## config.mk

```make
export PLATFORM = sky130hd
export DESIGN_NAME = moving_average_seq
export DESIGN_NICKNAME = d
export VERILOG_FILES = /design/src/rtl/moving_average_seq.sv
export SDC_FILE = /design/constraint.sdc
export NUM_CORES = 1
export LEC_CHECK = 0
export ABC_AREA = 1
export BUFFER_PORTS_ARGS = -buffer_cell sky130_fd_sc_hd__buf_4
export CORE_MARGIN = 1
export CORE_UTILIZATION = 35
export CTS_CLUSTER_SIZE = 40
export DETAILED_ROUTE_END_ITERATION = 6
export PLACE_DENSITY = 0.56
export SYNTH_ARGS = -nofsm -noshare
export SYNTH_HDL_FRONTEND = slang
export SYNTH_SLANG_ARGS = --single-unit
```

## constraint.sdc

```tcl
create_clock -name clk -period 1.9 [get_ports clk]
set_clock_uncertainty 0.2 [all_clocks]
set_input_delay 0.38 -clock clk [delete_from_list [all_inputs] [get_ports clk]]
set_output_delay 0.38 -clock clk [all_outputs]
set_load 0.02 [all_outputs]
```

## src/rtl/moving_average_seq.sv

```systemverilog
// -----------------------------------------------------------------------------
// moving_average_seq
//   Sequencer in front of the tt_um_moving_average filter datapath. Takes one
//   sample at a time from a valid/ready input stream and issues one filter
//   strobe per sample. It holds the filter's data_in stable until the filter
//   answers, then captures the average and offers it on a valid/ready output
//   stream. It also provides:
//     - a programmable idle gap after each sample,
//     - optional suppression of the first 2^FILTER_POWER averages (warm-up),
//     - a watchdog on the filter's completion strobe,
//     - a soft clear.
//
// Ports
//   clk, reset          clock, synchronous active-high reset
//   clear               synchronous soft clear pulse
//   s_data/s_valid/s_ready    input sample stream
//   m_data/m_valid/m_ready    output average stream
//   f_data_in/f_strobe_in/f_reset   drive the filter
//   f_data_out/f_strobe_out         returned by the filter
//   cfg_gap             idle cycles enforced after each sample
//   cfg_skip_warm       discard the first 2^FILTER_POWER averages after reset/clear
//   err_timeout         sticky watchdog abort flag
//   busy                high in every state except IDLE
//   out_count           output handshake counter (wraps)
// -----------------------------------------------------------------------------
module moving_average_seq #(
  parameter int FILTER_POWER = 2,
  parameter int DATA_IN_LEN  = 10,
  parameter int GAP_W        = 8,
  parameter int TIMEOUT      = 64
) (
  input  logic                   clk,
  input  logic                   reset,
  input  logic                   clear,
  input  logic [DATA_IN_LEN-1:0] s_data,
  input  logic                   s_valid,
  output logic                   s_ready,
  output logic [DATA_IN_LEN-1:0] m_data,
  output logic                   m_valid,
  input  logic                   m_ready,
  output logic [DATA_IN_LEN-1:0] f_data_in,
  output logic                   f_strobe_in,
  output logic                   f_reset,
  input  logic [DATA_IN_LEN-1:0] f_data_out,
  input  logic                   f_strobe_out,
  input  logic [GAP_W-1:0]       cfg_gap,
  input  logic                   cfg_skip_warm,
  output logic                   err_timeout,
  output logic                   busy,
  output logic [15:0]            out_count
);

  localparam int WIN    = 1 << FILTER_POWER;
  localparam int WARM_W = FILTER_POWER + 1;
  localparam int WD_W   = $clog2(TIMEOUT + 1);

  typedef enum logic [2:0] {
    IDLE    = 3'd0,
    ISSUE   = 3'd1,
    WAIT_F  = 3'd2,
    CAPTURE = 3'd3,
    OUTPUT  = 3'd4,
    GAP     = 3'd5
  } state_e;

  state_e                 state_q, state_d;
  logic [DATA_IN_LEN-1:0] hold_q, hold_d;
  logic [DATA_IN_LEN-1:0] mdata_q, mdata_d;
  logic [WD_W-1:0]        wd_q, wd_d;
  logic [GAP_W-1:0]       gap_q, gap_d;
  logic [WARM_W-1:0]      warm_q, warm_d;
  logic                   err_q, err_d;
  logic [15:0]            cnt_q, cnt_d;
  logic                   frst_q;
  logic                   rst_prev_q;
  logic                   leave;

  // Next-state logic
  always_comb begin
    state_d = state_q;
    hold_d  = hold_q;
    mdata_d = mdata_q;
    wd_d    = wd_q;
    gap_d   = gap_q;
    warm_d  = warm_q;
    err_d   = err_q;
    cnt_d   = cnt_q;
    leave   = 1'b0;

    case (state_q)
      IDLE: begin
        if (s_valid) begin
          hold_d  = s_data;
          state_d = ISSUE;
        end
      end
      ISSUE: begin
        wd_d    = '0;
        state_d = WAIT_F;
      end
      WAIT_F: begin
        // A completion strobe in the final watchdog cycle still wins.
        if (f_strobe_out) begin
          state_d = CAPTURE;
        end else if (wd_q == WD_W'(TIMEOUT - 1)) begin
          err_d = 1'b1;
          leave = 1'b1;
        end else begin
          wd_d = wd_q + WD_W'(1);
        end
      end
      CAPTURE: begin
        // The filter output register updates on the strobe_out edge, so the
        // fresh average is only visible here, one cycle later.
        mdata_d = f_data_out;
        if (cfg_skip_warm && (warm_q < WARM_W'(WIN))) begin
          warm_d = warm_q + WARM_W'(1);
          leave  = 1'b1;
        end else begin
          state_d = OUTPUT;
        end
      end
      OUTPUT: begin
        if (m_ready) begin
          cnt_d = cnt_q + 16'd1;
          leave = 1'b1;
        end
      end
      GAP: begin
        if (gap_q <= GAP_W'(1)) begin
          state_d = IDLE;
        end else begin
          gap_d = gap_q - GAP_W'(1);
        end
      end
      default: state_d = IDLE;
    endcase

    // Gap length is sampled here, on entry; a zero gap returns straight to IDLE
    // so back-to-back samples run at full rate.
    if (leave) begin
      if (cfg_gap == '0) begin
        state_d = IDLE;
      end else begin
        state_d = GAP;
        gap_d   = cfg_gap;
      end
    end

    // Soft clear aborts whatever is in flight; counters and the error flag survive.
    if (clear) begin
      state_d = IDLE;
      hold_d  = hold_q;
      warm_d  = '0;
    end
  end

  always_ff @(posedge clk) begin
    if (reset) begin
      state_q    <= IDLE;
      hold_q     <= '0;
      mdata_q    <= '0;
      wd_q       <= '0;
      gap_q      <= '0;
      warm_q     <= '0;
      err_q      <= 1'b0;
      cnt_q      <= '0;
      frst_q     <= 1'b1;
      rst_prev_q <= 1'b1;
    end else begin
      state_q    <= state_d;
      hold_q     <= hold_d;
      mdata_q    <= mdata_d;
      wd_q       <= wd_d;
      gap_q      <= gap_d;
      warm_q     <= warm_d;
      err_q      <= err_d;
      cnt_q      <= cnt_d;
      // Stretch the filter reset one cycle past the release edge, or one
      // cycle after a clear is seen.
      frst_q     <= clear | rst_prev_q;
      rst_prev_q <= 1'b0;
    end
  end

  assign s_ready     = (state_q == IDLE);
  assign busy        = (state_q != IDLE);
  assign m_valid     = (state_q == OUTPUT);
  assign m_data      = mdata_q;
  assign f_strobe_in = (state_q == ISSUE);
  assign f_data_in   = hold_q;
  assign f_reset     = reset | frst_q;
  assign err_timeout = err_q;
  assign out_count   = cnt_q;

endmodule

```

After elaboration in Yosys (flattened, before gate mapping)
Cells that the tools add are included.
- output and inout port bits: 42
- logic and storage cells: 65
- input bits: 35
- flip-flop bits (word level): 60
- $lt $le $gt $ge: 2
- reductions and logical operators: 12
- mux-type cells: 20
- add/sub/neg operators: 4
- bitwise operators: 4
- equality and inequality tests: 13
- operator list (operator ; count):
    $mux 8 ; 4
    $mux 3 ; 6
    $pmux 3 s6 ; 1
    $add 16x1->16 const B ; 1
    $mux 7 ; 2
    $pmux 7 s2 ; 1
    $ne 3x3->1 const B ; 3
    $reduce_and 3->1 ; 3
    $le 8x1->1 const B ; 1
    $logic_not 8->1 ; 1
    $sub 8x1->8 const B ; 1
    $add 7x1->7 const B ; 1
    $eq 7x6->1 const B ; 1
    $eq 3x2->1 const B ; 2
    $eq 3x3->1 const B ; 2
    $mux 1 ; 5
    $reduce_and 5->1 ; 1
    $ne 2x2->1 const B ; 2
    $reduce_and 2->1 ; 2
    $add 3x1->3 const B ; 1
    $eq 3x1->1 const B ; 1
    $logic_not 3->1 ; 1
    $lt 3x3->1 const B ; 1
    $ne 3x2->1 const B ; 1
    8 further kinds ; 10

Logic depth before layout (Yosys ltp)
Gate-level depths: netlist of run 1.
- depth in word-level cells: 6
- mapped depth: 13
- depth with buffers taken out: 13

Least setup slack after synthesis of run 1
Ideal clock, no wire load.
- path type: register to register
- from: reg state_q[2]
- to: reg hold_q[0], in the netlist f_data_in[0]
- stages on the path, launching flop included: 8
- buffers on the path: 1
- slack: 232 ps
- library setup time: 116 ps
- arrival: 1352 ps
- clock period less this slack: 1668 ps
- required time: 1584 ps
- path through: dfxtp_1 -> nor2_2 -> nand2_1 -> inv_2 -> nand3_1 -> buf_2 -> o21ai_0 -> nor2_1
- longest elaborated chain between the ends: 2
- RTL lines (item ; RTL line ; source):
    from (decl) ; 66 ; state_e state_q, state_d;
    from (signal assigned) ; 171 ; state_q <= state_d;
    $logic_not 3->1 ; -- ;
    named net s_ready ; 37 ; output logic s_ready,
    $reduce_and 3->1 (no source line) ; -- ;
    to (signal assigned) ; 172 ; hold_q <= hold_d;
    to (decl) ; 67 ; logic [DATA_IN_LEN-1:0] hold_q, hold_d;
The timed path passes the listed nets, and every way through them passes these cells.
A chain may end at the register's enable or synchronous reset.

Final worst setup path of run 1
- from: reg state_q[0]
- to: out s_ready
- longest elaborated chain between the ends: 1
- RTL lines (item ; RTL line ; source):
    $logic_not 3->1 ; 186 ; assign s_ready = (state_q == IDLE);
    to (decl) ; 37 ;
No other way between the ends.

==> results_dict.tcl, run 1 <==
set metrics [dict create \
    reg2reg_to "gap_q[6]$_SDFF_PP0_" \
    yosys-top-cells-count "nand2_1, nor2_1, dfxtp_1, inv_1, o21ai_0" \
    insertion_delay_ns 0.34 \
    clk_pin_slew_ns 0.07 \
    fill_cells 880 \
    wl_met3_um 484 \
    rows 33 \
    synth_top_area_share_pct 40.3 \
    r2r-start "gap_q[0]$_SDFF_PP0_" \
    cp-startpoint "state_q[0]$_SDFFE_PP0P_" \
    cts_root_buf "clkbuf_8" \
    final_cells 640 \
    start_util_pct 36.2 \
    nNetsFinal 570 \
    synth_nets 482 \
    crit_path_end_kind "output port" \
    postCtsHoldBufs 0 \
    cts_setup_buffers 0 \
    vdd_drop_max_v 0.000340 \
    yosys_warnings 0 \
    viasPerCell 4.66 \
    clock.fmax_mhz 557 \
    yosysSeqAreaShare_pct 40.3 \
    core_um2 8220 \
    pin_count 77 \
    die_area_um2 8880 \
    synth.distinct_cells 33 \
    fin_crit_sh_pct 94.5 \
    grt_max_degree 24 \
    power.density_nw_per_um2 732 \
    drt_iter0_drc 140 \
    crit_end "s_ready" \
    crit_required_ns 1.32 \
    grt_pass1_wl_mm 12.8 \
    finalHoldViolCount 0 \
    die_w_um 94.2 \
    wl_mm 7.57 \
    synth_edf_count 0 \
    synth.avg_cell_area_um2 6.74 \
    tightest_slew_ns 0.382 \
    yosys.area.top_type "dfxtp_1" \
    grt_pass1_vias 2823 \
    synthArstFlopShare_pct 0 \
    period_minus_slack_ns 1.80 \
    hp-class "primary input to flip-flop" \
    die_y_um 94.2 \
    cts_max_level 3 \
    ff2ff_setup_slack_ns 0.14 \
    top_layer_used "met4" \
    antenna_left 0 \
    routabilityCongestion 0.878 \
    hpwl_mm 5.62 \
    diodes 0 \
    clock_path_buffers 2 \
    crit_path_start_kind "flip-flop" \
    clkSinkCount 60 \
    hold_ws_ns 0.0554 \
    p_leak_nw 1.78 \
    crit_type "flip-flop to output port" \
    r2r_cells 11 \
    m1WireLength_mm 3.79 \
    arrival_ns 1.22 \
    maxSlewViolCount 0 \
    status "complete, no violations" \
    grtUsageTotal_pct 18.6 \
    max-cap-violations 0 \
    syn_to_final_growth_pct 32.3 \
    cts_buffers 9 \
    synth_area_leaders "dfxtp_1, nand2_1, nor2_1, inv_1, o21ai_0" \
    vias 2983 \
    grt_overflow_total 0 \
    antenna_found_initial 0 \
    drt_pass1_iterations 4 \
    finalSetupViolCount 0 \
    drc_errors 0 \
    syn_area_um2 2980 \
    dp_cells 624 \
    synth-seq-cells 60 \
    detail_route.wl_per_cell_um 11.8 \
    synth-main-ff-cell "dfxtp_1" \
    rsz0062_at_grt "yes" \
    drive_gt1_share_pct 23.6 \
    io_buffer_count 76 \
    synth.most_common_cell "nand2_1" \
    met2WireLength_mm 3.18 \
    critPathMaxFanout 5 \
    max-slew-margin-rel_pct 74.5 \
    synthCells 442 \
    cts_tree "built" \
]
## cell type report
class / count / area (um^2) / share of cell area [%]
clock inverters: 6 / 63.8 / 1.62
repair buffers: 87 / 653 / 16.6
multi-input cells: 322 / 1560 / 39.6
well taps: 105 / 131 / 3.34
flip-flops and latches: 60 / 1210 / 30.6
inverters: 50 / 188 / 4.76
clock buffers: 10 / 138 / 3.49
## cell usage in the layout, fill, tap and decap left out, types with 2 or more instances in the layout
cell	netlist	routed
nand2_1	105	104
buf_4	0	87
nor2_1	80	80
dfxtp_1	60	58
inv_1	48	47
o21ai_0	33	32
a21oi_1	28	28
nand3_1	26	24
clkbuf_8	0	10
nand4_1	9	9
xor2_1	6	6
nor3_1	5	5
nand2_2	4	5
ha_1	5	5
nor2_2	4	3
inv_2	1	2
nand3_2	0	2
or2_2	2	2
a211oi_1	2	2
clkinvlp_4	0	2
clkinv_2	0	2
## per-layer routing
metal  up-vias  global-route usage [%]
met4         0                    8.85
met2        78                    26.9
li1       1588                       -
met5         -                       0
met1      1307                    25.3
met3        10                    4.94
## report_power, final
part / internal [W] / switching (W) / leakage, nW
logic: 0.000169 / 0.000220 / 1.20
clock network: 0.000638 / 0.000531 / 0.0983
registers: 0.00129 / 0.0000322 / 0.487
total: 0.00210 / 0.000783 / 1.78
## sequential cells by signal, summed over array words and instances (netlist names)
register and count:
err_timeout 1, f_data_in 10, frst_q 1, gap_q 8, m_data 10, out_count 16, rst_prev_q 1, state_q 3
warm_q 3, wd_q 7
## worst min-delay path by stage
stage | cells after the start | end | from
global route | 3 | m_data[0]$_SDFFE_PP0P_ | f_data_out[0]
CTS | 3 | m_data[1]$_SDFFE_PP0P_ | f_data_out[1]
floorplan | 1 | frst_q$_SDFF_PP1_ | rst_prev_q$_DFF_P_
detailed placement | 1 | frst_q$_SDFF_PP1_ | rst_prev_q$_DFF_P_
global placement | 1 | frst_q$_SDFF_PP1_ | rst_prev_q$_DFF_P_
finish | 3 | m_data[1]$_SDFFE_PP0P_ | f_data_out[1]
## per-stage QoR
| step | power, W | cell area [um^2] | setup slack [ns] | setup TNS (ns) | utilization, % |
|---|---|---|---|---|---|
| after global placement | 0.00174 | 3710 | 0.183 | 0 | 45.2 |
| after floorplan | 0.00157 | 2980 | 0.232 | 0 | - |
| after global routing | 0.00305 | 3940 | -0.00451 | -0.00454 | 47.9 |
| after CTS | 0.00293 | 3930 | 0.0434 | 0 | 47.8 |
| final | 0.00288 | 3940 | 0.104 | 0 | 47.9 |
| after detailed placement | 0.00174 | 3710 | 0.128 | 0 | 45.2 |
## worst max-delay path, cell delays in order, from the launching register on
cell	delay, ns
dfxtp_2	0.37
nor2_4	0.16
nand2_1	0.14
inv_2	0.08
buf_4	0.13
## logic make-up after synthesis
family	count (synthesis)	synth area share (%)
AND/OR/NAND/NOR	241	35.2
AO/OA/AOI/OAI	69	12.4
buffers and inverters	60	7.90
flip-flops	60	40.3
XOR/XNOR	7	2.06
adder cells (fa/ha/maj)	5	2.10
## timing repair
action,4_1_cts,5_1_grt
resized for setup,5,4
cloned,0,0
endpoints found under the setup margin,3,5
pin swaps,0,0
No activity file was read; power rests on OpenSTA's default activity.
==> run 2: changes to the inputs <==
--- a/config.mk
+++ b/config.mk
@@ -7,8 +7,10 @@
 export LEC_CHECK = 0
 export ABC_AREA = 1
 export BUFFER_PORTS_ARGS = -buffer_cell sky130_fd_sc_hd__buf_4
+export CORE_ASPECT_RATIO = 0.7
 export CORE_MARGIN = 1
 export CORE_UTILIZATION = 35
+export CTS_BUF_LIST = sky130_fd_sc_hd__clkbuf_16
 export CTS_CLUSTER_SIZE = 40
 export DETAILED_ROUTE_END_ITERATION = 6
 export PLACE_DENSITY = 0.56
==> run 2 against run 1 <==
Hold slack better by 0.019 ns. Total power grew 9.3%. Combinational power grew 2%. The run now ends with design-rule violations left. Final cell count is 0.94% lower. Count of clock-buffer cells in the layout down 1. Non-clock buffer count fell by 1. Critical endpoint unchanged. Maximum frequency is 2.1% lower. Routed wire length up 6.8%. Via count grew 1.4%. Setup slack got worse by 0.039 ns. Clock power is 22% higher.
==> results_dict.tcl, run 2 (synthesis results as in run 1) <==
set metrics [dict create \
    grtUsageTotal_pct 19.3 \
    cts_root_buf "clkbuf_16" \
    diodes 0 \
    viasPerCell 4.77 \
    final_common_cell "nand2_1" \
    nNetsFinal 569 \
    drive_gt1_share_pct 23.3 \
    die_area_um2 8890 \
    power_w 0.00315 \
    crit_type "flip-flop to output port" \
    routabilityCongestion 0.821 \
    rsz0062_at_grt "no" \
    status "finished with violations" \
    largest_reg_flops 16 \
    fill_cells 838 \
    postCtsHoldBufs 0 \
    layout_common_cells "nand2_1, buf_4, nor2_1" \
    finalSetupViolCount 0 \
    syn_to_final_growth_pct 33.7 \
    cts_buffers 9 \
    crit_end "s_ready" \
    fin_crit_sh_pct 96.6 \
    die_y_um 79.2 \
    antenna_left 0 \
    final_cells 634 \
    grt_max_degree 29 \
    r2r-start "wd_q[0]$_SDFFE_PP0P_" \
    max-slew-margin-rel_pct 72.6 \
    critPathMaxFanout 5 \
    drt_iter0_drc 142 \
    path_depth 4 \
    dp_cells 619 \
    insertion_delay_ns 0.33 \
    vdd_drop_max_v 0.000408 \
    grt_overflow_total 0 \
    cts_resized 3 \
    tightest_slew_ns 0.410 \
    cp-startpoint "state_q[0]$_SDFFE_PP0P_" \
    p_leak_nw 1.80 \
    period_minus_slack_ns 1.83 \
    violations "design-rule violations" \
    drc_errors 3 \
    clk_pin_slew_ns 0.05 \
    detail_route.wl_per_cell_um 12.8 \
    cts_setup_buffers 0 \
    cts_tree "built" \
    drt_pass1_iterations 6 \
    die_w_um 112 \
    arrival_ns 1.25 \
    crit_family "flip-flops" \
    start_util_pct 37.0 \
    max-cap-violations 0 \
    setup_tns_ns 0 \
    ff2ff_setup_slack_ns 0.17 \
    io_buffer_count 76 \
    clock_path_buffers 2 \
    cts_max_level 3 \
    core_um2 8040 \
    crit_path_end_kind "output port" \
    cp_cell_sequence "nor2_2 -> nand2_1 -> inv_2 -> buf_4" \
    grt_pass1_wl_mm 13.4 \
    maxSlewViolCount 0 \
    finalHoldViolCount 0 \
    reg2reg_to "gap_q[5]$_SDFF_PP0_" \
    grt_pass1_vias 2754 \
    cp_num_buf_inv 2 \
    r2r_cells 8 \
    pin_count 77 \
    antenna_found_initial 0 \
    hp-class "primary input to flip-flop" \
    hpwl_mm 5.94 \
    critPathMaxStageDelay_ns 0.37 \
    wl_mm 8.09 \
    cpMaxStageDelayCell "dfxtp_2" \
    final_design_area_no_fill_um2 3980 \
    clock.fmax_mhz 545 \
    clkSinkCount 60 \
    vias 3026 \
    crit_path_start_kind "flip-flop" \
    power.density_nw_per_um2 792 \
    crit_required_ns 1.32 \
    final_core_util_pct 49.5 \
    rows 27 \
    place_area_um2 3700 \
]
==> run 2: area by class of cell <==
type | instances | area (um^2) | share of cell area [%]
Clock buffer | 9 | 225 | 5.66
Clock inverter | 6 | 33.8 | 0.849
Multi-Input combinational cell | 322 | 1560 | 39.2
Sequential cell | 60 | 1200 | 30.2
Timing Repair Buffer | 86 | 646 | 16.2
Tap cell | 101 | 126 | 3.17
Inverter | 50 | 188 | 4.71
==> run 2: report_power, final <==
| group | leakage [nW] | switching [W] | internal, W | total (W) |
|---|---|---|---|---|
| Clock | 0.128 | 0.000566 | 0.000860 | 0.00143 |
| Sequential | 0.487 | 0.0000327 | 0.00130 | 0.00133 |
| Combinational | 1.19 | 0.000229 | 0.000169 | 0.000398 |
| Total | 1.80 | 0.000827 | 0.00233 | 0.00315 |
==> run 2: stage by stage <==
| stage | setup WS (ns) | hold slack (ns) |
|---|---|---|
| 6_report | 0.0650 | 0.0745 |
| 5_1_grt | 0.00232 | 0.0737 |
| 4_1_cts | 0.0340 | 0.0647 |
| 3_5_place_dp | 0.113 | 0.202 |
| 3_3_place_gp | 0.122 | 0.196 |
| 2_1_floorplan | 0.232 | 0.193 |
==> run 2: worst min-delay path by stage <==
stage / start / end / slack [ns] / cells after the start
floorplan: rst_prev_q$_DFF_P_ / frst_q$_SDFF_PP1_ / 0.19 / 1
global placement: rst_prev_q$_DFF_P_ / frst_q$_SDFF_PP1_ / 0.20 / 1
detailed placement: rst_prev_q$_DFF_P_ / frst_q$_SDFF_PP1_ / 0.20 / 1
CTS: f_data_out[8] / m_data[8]$_SDFFE_PP0P_ / 0.06 / 3
global route: f_data_out[8] / m_data[8]$_SDFFE_PP0P_ / 0.07 / 3
finish: f_data_out[3] / m_data[3]$_SDFFE_PP0P_ / 0.07 / 3
==> run 2: routing by layer <==
layer  global-route usage, %  vias to the layer above  part of all wire [%]
li1                        -                     1589                     -
met1                    26.5                     1332                    51
met2                    28.0                       98                    40
met3                    7.56                        7                   8.0
met4                    5.20                        0                  0.78
met5                       0                        -                     0
==> run 2: tightest hold or removal path: stages <==
cell and delay, ns:
buf_4 0.07, nor2_1 0.03, nor2_1 0.08
